[config.mk]
export PLATFORM = sky130hd
export DESIGN_NAME = result_readout
export DESIGN_NICKNAME = d
export VERILOG_FILES = /design/src/rtl/result_readout_pkg.sv /design/src/rtl/result_readout_sync_2ff.sv /design/src/rtl/result_readout.sv
export SDC_FILE = /design/constraint.sdc
export NUM_CORES = 1
export LEC_CHECK = 0
export ABC_CLOCK_PERIOD_IN_PS = 5700
export CELL_PAD_IN_SITES_DETAIL_PLACEMENT = 0
export CELL_PAD_IN_SITES_GLOBAL_PLACEMENT = 1
export CORE_MARGIN = 2
export CORE_UTILIZATION = 40
export CTS_CLUSTER_SIZE = 24
export DETAILED_ROUTE_END_ITERATION = 12
export DONT_BUFFER_PORTS = 1
export HOLD_SLACK_MARGIN = 0.1
export MAX_ROUTING_LAYER = met4
export PLACE_DENSITY = 0.62
export SLEW_MARGIN = 20
export SYNTH_ARGS = -nofsm -noshare
export SYNTH_HDL_FRONTEND = slang
export SYNTH_SLANG_ARGS = --single-unit
[constraint.sdc]
create_clock -name clk -period 5.7 [get_ports clk]
set_input_delay 1.14 -clock clk [delete_from_list [all_inputs] [get_ports clk]]
set_output_delay 1.14 -clock clk [all_outputs]
set_load 0.01 [all_outputs]
[src/rtl/result_readout_pkg.sv]
// Shared types and elaboration helpers for the byte-serial result readout path.
package result_readout_pkg;

  typedef enum logic [1:0] {StIdle, StSend, StRelease} state_e;

  function automatic int unsigned calc_lanes(input int unsigned data_w,
                                             input int unsigned out_w);
    return data_w / out_w;
  endfunction

  function automatic int unsigned calc_idx_w(input int unsigned lanes);
    return (lanes <= 1) ? 1 : $clog2(lanes);
  endfunction

  // Maps a transmit-order index onto the physical lane of the snapshot.
  function automatic int unsigned lane_sel(input int unsigned idx,
                                           input int unsigned lanes,
                                           input bit          lsb_first);
    return lsb_first ? idx : (lanes - 1 - idx);
  endfunction

endpackage

[src/rtl/result_readout_sync_2ff.sv]
// Two-flop synchronizer for pin-level inputs; clears to 0 on reset.
module sync_2ff #(
  parameter int unsigned Width = 1
) (
  input  logic             clk,
  input  logic             rst,
  input  logic [Width-1:0] d_i,
  output logic [Width-1:0] q_o
);

  logic [Width-1:0] meta_q;
  logic [Width-1:0] sync_q;

  always_ff @(posedge clk or posedge rst) begin
    if (rst) begin
      meta_q <= '0;
      sync_q <= '0;
    end else begin
      meta_q <= d_i;
      sync_q <= meta_q;
    end
  end

  assign q_o = sync_q;

endmodule

[src/rtl/result_readout.sv]
// Snapshots a core result and streams it out one beat at a time over a 4-phase valid/ack
// handshake with an external host.
module result_readout
  import result_readout_pkg::*;
#(
  parameter int unsigned DATAWIDTH = 32,
  parameter int unsigned OUTWIDTH  = 8,
  parameter bit          LSB_FIRST = 1'b1,
  localparam int unsigned LANES    = calc_lanes(DATAWIDTH, OUTWIDTH),
  localparam int unsigned IDX_W    = calc_idx_w(LANES)
) (
  input  logic                 clk,
  input  logic                 rst,
  input  logic                 capture,
  input  logic [DATAWIDTH-1:0] data_in,
  input  logic                 ack,
  output logic [OUTWIDTH-1:0]  byte_out,
  output logic                 byte_valid,
  output logic [IDX_W-1:0]     byte_idx,
  output logic                 busy,
  output logic                 done
);

  logic ack_s;

  sync_2ff #(
    .Width(1)
  ) u_ack_sync (
    .clk(clk),
    .rst(rst),
    .d_i(ack),
    .q_o(ack_s)
  );

  state_e               state_q, state_d;
  logic [DATAWIDTH-1:0] shadow_q, shadow_d;
  logic [OUTWIDTH-1:0]  byte_out_q, byte_out_d;
  logic [IDX_W-1:0]     byte_idx_q, byte_idx_d;
  logic                 byte_valid_q, byte_valid_d;
  logic                 busy_q, busy_d;
  logic                 done_q, done_d;
  logic                 last_lane;

  function automatic logic [OUTWIDTH-1:0] pick(input logic [DATAWIDTH-1:0] word,
                                               input logic [IDX_W-1:0]     idx);
    int unsigned lane;
    lane = lane_sel(32'(idx), LANES, LSB_FIRST);
    return OUTWIDTH'(word >> (lane * OUTWIDTH));
  endfunction

  assign last_lane = (byte_idx_q == IDX_W'(LANES - 1));

  always_comb begin
    state_d      = state_q;
    shadow_d     = shadow_q;
    byte_out_d   = byte_out_q;
    byte_idx_d   = byte_idx_q;
    byte_valid_d = byte_valid_q;
    busy_d       = busy_q;
    done_d       = 1'b0;
    unique case (state_q)
      StIdle: begin
        // A stuck-high ack must not auto-accept the first beat, so drop the request.
        if (capture && !ack_s) begin
          shadow_d     = data_in;
          byte_idx_d   = '0;
          byte_out_d   = pick(data_in, '0);
          byte_valid_d = 1'b1;
          busy_d       = 1'b1;
          state_d      = StSend;
        end
      end
      StSend: begin
        if (ack_s) begin
          byte_valid_d = 1'b0;
          state_d      = StRelease;
        end
      end
      StRelease: begin
        if (!ack_s) begin
          if (last_lane) begin
            busy_d  = 1'b0;
            done_d  = 1'b1;
            state_d = StIdle;
          end else begin
            byte_idx_d   = byte_idx_q + IDX_W'(1);
            byte_out_d   = pick(shadow_q, byte_idx_q + IDX_W'(1));
            byte_valid_d = 1'b1;
            state_d      = StSend;
          end
        end
      end
      default: state_d = StIdle;
    endcase
  end

  always_ff @(posedge clk or posedge rst) begin
    if (rst) begin
      state_q      <= StIdle;
      shadow_q     <= '0;
      byte_out_q   <= '0;
      byte_idx_q   <= '0;
      byte_valid_q <= 1'b0;
      busy_q       <= 1'b0;
      done_q       <= 1'b0;
    end else begin
      state_q      <= state_d;
      shadow_q     <= shadow_d;
      byte_out_q   <= byte_out_d;
      byte_idx_q   <= byte_idx_d;
      byte_valid_q <= byte_valid_d;
      busy_q       <= busy_d;
      done_q       <= done_d;
    end
  end

  assign byte_out   = byte_out_q;
  assign byte_idx   = byte_idx_q;
  assign byte_valid = byte_valid_q;
  assign busy       = busy_q;
  assign done       = done_q;

endmodule

==> flow_summary.ini, run 1 <==
[outcome]
outcome = completed

[timing]
slew_violations = 0
fin_crit_ps = 2490
maxSlewHeadroom = 0.434
final.setup_skew_ps = 8.58
fin_ws_ps = 3210
setup_viol = 0
fin_setup_tns_ps = 0
fmax_ghz = 0.402
timing.final.crit_share = 0.437
hold_viol_final = 0
tightest_slew_ps = 850
rsz0062_at_grt = false

[critical_path]
cp-start-kind = flop
max_stage_delay_ps = 770
path_max_fanout = 11
cpLargestDelayFamily = adder cells
critical_path_class = flop to flop
cp_slowest_cell = ha_1
required_ps = 5890
end_kind = flop
arrival_ps = 2680
cp.buffers_inverters = 0
crit_chain = ha_1, mux4_1, and2_1, a221o_1

[logic_synthesis]
synthTopCellsByArea = dfrtp_1 57%, mux2_2 18%, mux4_2 5.2%
synth_seq_area_share = 0.570
ys_types = 28
syn_area_mm2 = 0.00215
synth_nets = 184
synth-seq-cells = 49
yosysTopAreaCellShare = 0.570
synth_most_common_cell = dfrtp_1
syn_inst = 147
synth_commonest_cells = 49 x dfrtp_1, 35 x mux2_2, 6 x a221o_1, 6 x and2_1, 6 x inv_1
yosys_warnings = 0
postSynthAreaPerCell_um2 = 14.6
synth_edf_count = 0
synth_top_area_cell = dfrtp_1
async_reset_ff_frac = 1.00
synth_ff_type = dfrtp_1

[die]
coreArea_mm2 = 0.00514
die-area_mm2 = 0.00598
rows = 26
die_h_um = 77.3
initial_utilization = 0.418
io_pins = 49
die_width_um = 77.3

[route]
drt-initial-drc-count = 48
routed_via_density = 5.46
ant_nets = 0
vias = 1202
routed_wl_um = 4010
dr.pass1.iters = 4
drc_errors = 0
wl_per_cell_um = 18.2

[clocking]
cts_tree = done
postCtsSetupRepairBufs = 0
hold_buffers = 0
root_buffer = clkbuf_8
cts_resized = 0
clock-sinks = 49
clkTransAtPathRegs_ps = 90
clock_path_buffers = 2
clock_latency_ps = 300
cts_made_buffers = 5
cts_htree_levels = 2

[pwr]
p_per_area_mw_per_mm2 = 547
intPower_mw = 0.880
peakVddDrop_v = 0.000212
clkPwrFrac = 0.174
p_leak_nw = 0.976
seqPwrFrac = 0.502
p_sw_mw = 0.380
swShare = 0.301
comb_power_share = 0.325

[grt]
first_global_vias = 1305
grt_pass1_wl_um = 6690
grt_usage = 0.149
antenna_found_initial = 0
grt_remaining_overflow = 0
grt_max_degree = 50

[finish]
nets = 186
fill_cells = 511
utilization = 0.448
diodes = 0
regArea_mm2 = 0.00123
fin_area_mm2 = 0.00230
drive_above_1_share = 0.347
area_growth_pct = 7.10
multiInputGateArea_um2 = 841

[place]
place_area_mm2 = 0.00220
place_congestion = 0.739
io_buffers = 0
place_ws_ps = 3150
dp_hpwl_um = 2730

[hold_path]
hold_class = flop to flop

[run]
max-cap-violations = 0
==> power by group through the flow <==
stage	Clock (mW)	Sequential (mW)	Combinational (mW)
5_1_grt	0.244	0.655	0.453
3_3_place_gp	0	0.637	0.404
4_1_cts	0.229	0.635	0.417
2_1_floorplan	0	0.590	0.394
3_5_place_dp	0	0.642	0.417
6_report	0.219	0.632	0.409
==> metrics by stage <==
stage	hold WS (ps)	total power [mW]	instances
after floorplan	331	0.983	147
after global placement	336	1.04	212
after detailed placement	346	1.06	212
after CTS	366	1.28	220
after global routing	374	1.35	220
final	362	1.26	220
==> cell families (layout without fill, tap and decap cells) <==
group	Yosys count	count (layout)	synth area share
flops	49	49	0.570
mux	43	43	0.257
simple gates	21	21	0.0588
compound gates	19	19	0.0693
buf+inv	14	17	0.0384
fa+ha+maj	1	1	0.00582
==> final cells by class <==
type	count	share of cell area
clock inverters	1	0.00217
multi-input cells	84	0.365
well taps	70	0.0380
flip-flops and latches	49	0.533
inverters	6	0.0103
repair buffers	3	0.00978
clock buffers	7	0.0418
==> flip-flops by register name, indices dropped and copies added, names as in the netlist <==
signal             cells
busy                   1
byte_idx               2
byte_out               8
byte_valid             1
done                   1
shadow_q              32
state_q                2
u_ack_sync.meta_q      1
u_ack_sync.q_o         1
==> cell usage in the layout, fill, tap and decap left out, types with 3 or more instances in the layout <==
master    instances
dfrtp_1          49
mux2_2           35
clkbuf_8          7
and2_1            6
a221o_1           6
inv_1             5
mux4_2            5
nand2_1           4
nor2b_1           3
o21ai_0           3
buf_4             3
==> final timing paths <==
check                                   from             end  slack [ps]  cells past startpoint
min reg2reg                u_ack_sync.meta_q  u_ack_sync.q_o         360                      0
min                        u_ack_sync.meta_q  u_ack_sync.q_o         360                      0
max in group asynchronous                rst     byte_out[2]        4330                      1
max                              byte_idx[0]     byte_out[4]        3210                      4
min in group asynchronous                rst    shadow_q[12]         840                      1
max reg2reg                      byte_idx[0]     byte_out[4]        3210                      4
==> routing by layer <==
| layer | global-route usage | part of all wire | up-vias |
|---|---|---|---|
| li1 | - | - | 542 |
| met1 | 0.192 | 0.45 | 621 |
| met2 | 0.225 | 0.48 | 34 |
| met3 | 0.0482 | 0.062 | 5 |
| met4 | 0.0482 | 0.013 | 0 |
| met5 | - | 0 | - |
Power figures use the tool's default switching activity.
==> inputs of run 2 (changes only) <==
- ABC_CLOCK_PERIOD_IN_PS: 5700 -> 2500
- clock period: 5.7 -> 2.5 ns (I/O delays scaled with it)
==> run 2 against run 1 <==
Effect of this change:
- wire length is 3.5% higher
- clock skew is 4.8 ps lower
- sequential share of layout area is 0.60 points lower
- setup slack worse by 2900 ps
- register-to-register slack worse by 2900 ps
- critical path depth is 1 higher
- hold slack worse by 250 ps
- first-iteration DRC count is 52% higher
- flip-flop and latch count stayed put
- design area is 1.1% higher
==> flow_summary.ini, run 2 (same netlist as run 1, synthesis figures left out) <==
[critical_path]
worstReg2RegEnd = byte_out[2]
max_stage_delay_ps = 490
cp-start-kind = flop
arrival_ps = 2390
end_kind = flop
crit_start = byte_idx[1]
crit_chain = ha_1, buf_4, mux4_2, and2_1, a221o_1
reg2regPathDepth = 5
cp_slowest_cell = ha_1
reg2reg_from = byte_idx[1]
endpoint = byte_out[2]
rrSetupSlack_ps = 300
required_ps = 2680
critical_path_class = flop to flop
path_max_fanout = 7

[route]
wl_per_cell_um = 18.4
ant_nets = 0
routed_wl_um = 4150
drt-initial-drc-count = 73
routed_via_density = 5.49
vias = 1241
dr.pass1.iters = 5
drc_errors = 0

[clocking]
hold_buffers = 0
clock_path_buffers = 2
root_buffer = clkbuf_8
cts_htree_levels = 2
cts_tree = done
cts_resized = 0
clkTransAtPathRegs_ps = 80
clock_latency_ps = 290
cts_made_buffers = 5
clock-sinks = 49
postCtsSetupRepairBufs = 0

[grt]
grt_max_degree = 25
grt_remaining_overflow = 0
antenna_found_initial = 0
grt_pass1_wl_um = 6890
met1_usage = 0.186
first_global_vias = 1357
globalRouteMet2Util = 0.244
grt_usage = 0.152
top_usage_layer = met2
use_met3 = 0.0447

[finish]
area_growth_pct = 8.32
final_common_cell = dfrtp_1
mostFrequentLayoutCells = 49 x dfrtp_1, 35 x mux2_2, 9 x buf_4
regMostFlops = shadow_q
fill_cells = 490
largest_reg_flops = 32
fin_cells = 226
diodes = 0
nets = 192
drive_above_1_share = 0.359

[place]
io_buffers = 0
dp_hpwl_um = 3050
place_congestion = 0.768
post-place-cells = 218

[pwr]
p_per_area_mw_per_mm2 = 1240
seqPwrFrac = 0.492
peakVddDrop_v = 0.000467
intPower_mw = 1.99
p_leak_nw = 0.990
clkPwrFrac = 0.154
p_sw_mw = 0.898
swShare = 0.311
comb_power_share = 0.354

[die]
die-area_mm2 = 0.00598
initial_utilization = 0.418
io_pins = 49
rows = 26
die_width_um = 77.3
coreArea_mm2 = 0.00514
die_h_um = 77.3

[outcome]
outcome = completed

[timing]
tightest_slew_ps = 517
fin_setup_tns_ps = 0
fmax_ghz = 0.454
final.setup_skew_ps = 3.83
fin_crit_ps = 2200
hold_viol_final = 0
timing.final.crit_share = 0.882
maxSlewHeadroom = 0.655
setup_viol = 0
slew_violations = 0
rsz0062_at_grt = false

[run]
max-cap-violations = 0

[hold_path]
hold_class = input pin to async pin
-- run 2: cell types whose count changed in the layout (fill, tap and decap cells not counted), sizes merged --
cell | before | now
inv | 5 | 6
buf | 3 | 9
clkinv | 2 | 0
clkinvlp | 0 | 1
-- run 2: how the worst min path moves through the flow --
stage	cells past startpoint	to
global route	1	byte_out[3]
detailed placement	0	u_ack_sync.q_o
CTS	1	byte_out[5]
floorplan	0	u_ack_sync.q_o
global placement	0	u_ack_sync.q_o
finish	1	byte_out[3]
-- run 2: power groups by stage --
stage	sequential [mW]	combinational (mW)	clock [mW]
3_5_place_dp	1.44	1.04	0
3_3_place_gp	1.42	1.00	0
6_report	1.42	1.02	0.445
4_1_cts	1.43	1.04	0.466
5_1_grt	1.47	1.13	0.505
2_1_floorplan	1.34	0.897	0
-- run 2: final cells by class --
type | instances | area (um2) | share of cell area
Inverter | 6 | 22.5 | 0.00967
Timing Repair Buffer | 9 | 67.6 | 0.0290
Tap cell | 70 | 87.6 | 0.0376
Clock inverter | 1 | 7.51 | 0.00322
Multi-Input combinational cell | 84 | 841 | 0.361
Sequential cell | 49 | 1230 | 0.527
Clock buffer | 7 | 76.3 | 0.0328
-- run 2: per-stage QoR --
step / total power [mW] / util / area, um2 / hold WS, ps / setup WS, ps
after floorplan: 2.24 / - / 2150 / 331 / 598
after CTS: 2.94 / 0.453 / 2330 / 127 / 273
after detailed placement: 2.48 / 0.437 / 2240 / 348 / 274
final: 2.89 / 0.453 / 2330 / 113 / 296
after global routing: 3.10 / 0.453 / 2330 / 142 / 202
after global placement: 2.42 / 0.437 / 2240 / 332 / 319
-- run 2: worst max-delay path: cells and delay by family, from the launching register on --
kind	cells	cell delay, ps
adders and majority gates	1	490
muxes	1	490
DFF	1	450
AOI/OAI and AO/OA	1	250
buffers and inverters	1	240
and+or+nand+nor	1	170
-- run 2: layer usage --
metal	wire (um)	up-vias
met3	220	10
met1	1800	631
met4	92	0
li1	-	558
met2	2040	42
met5	0	-
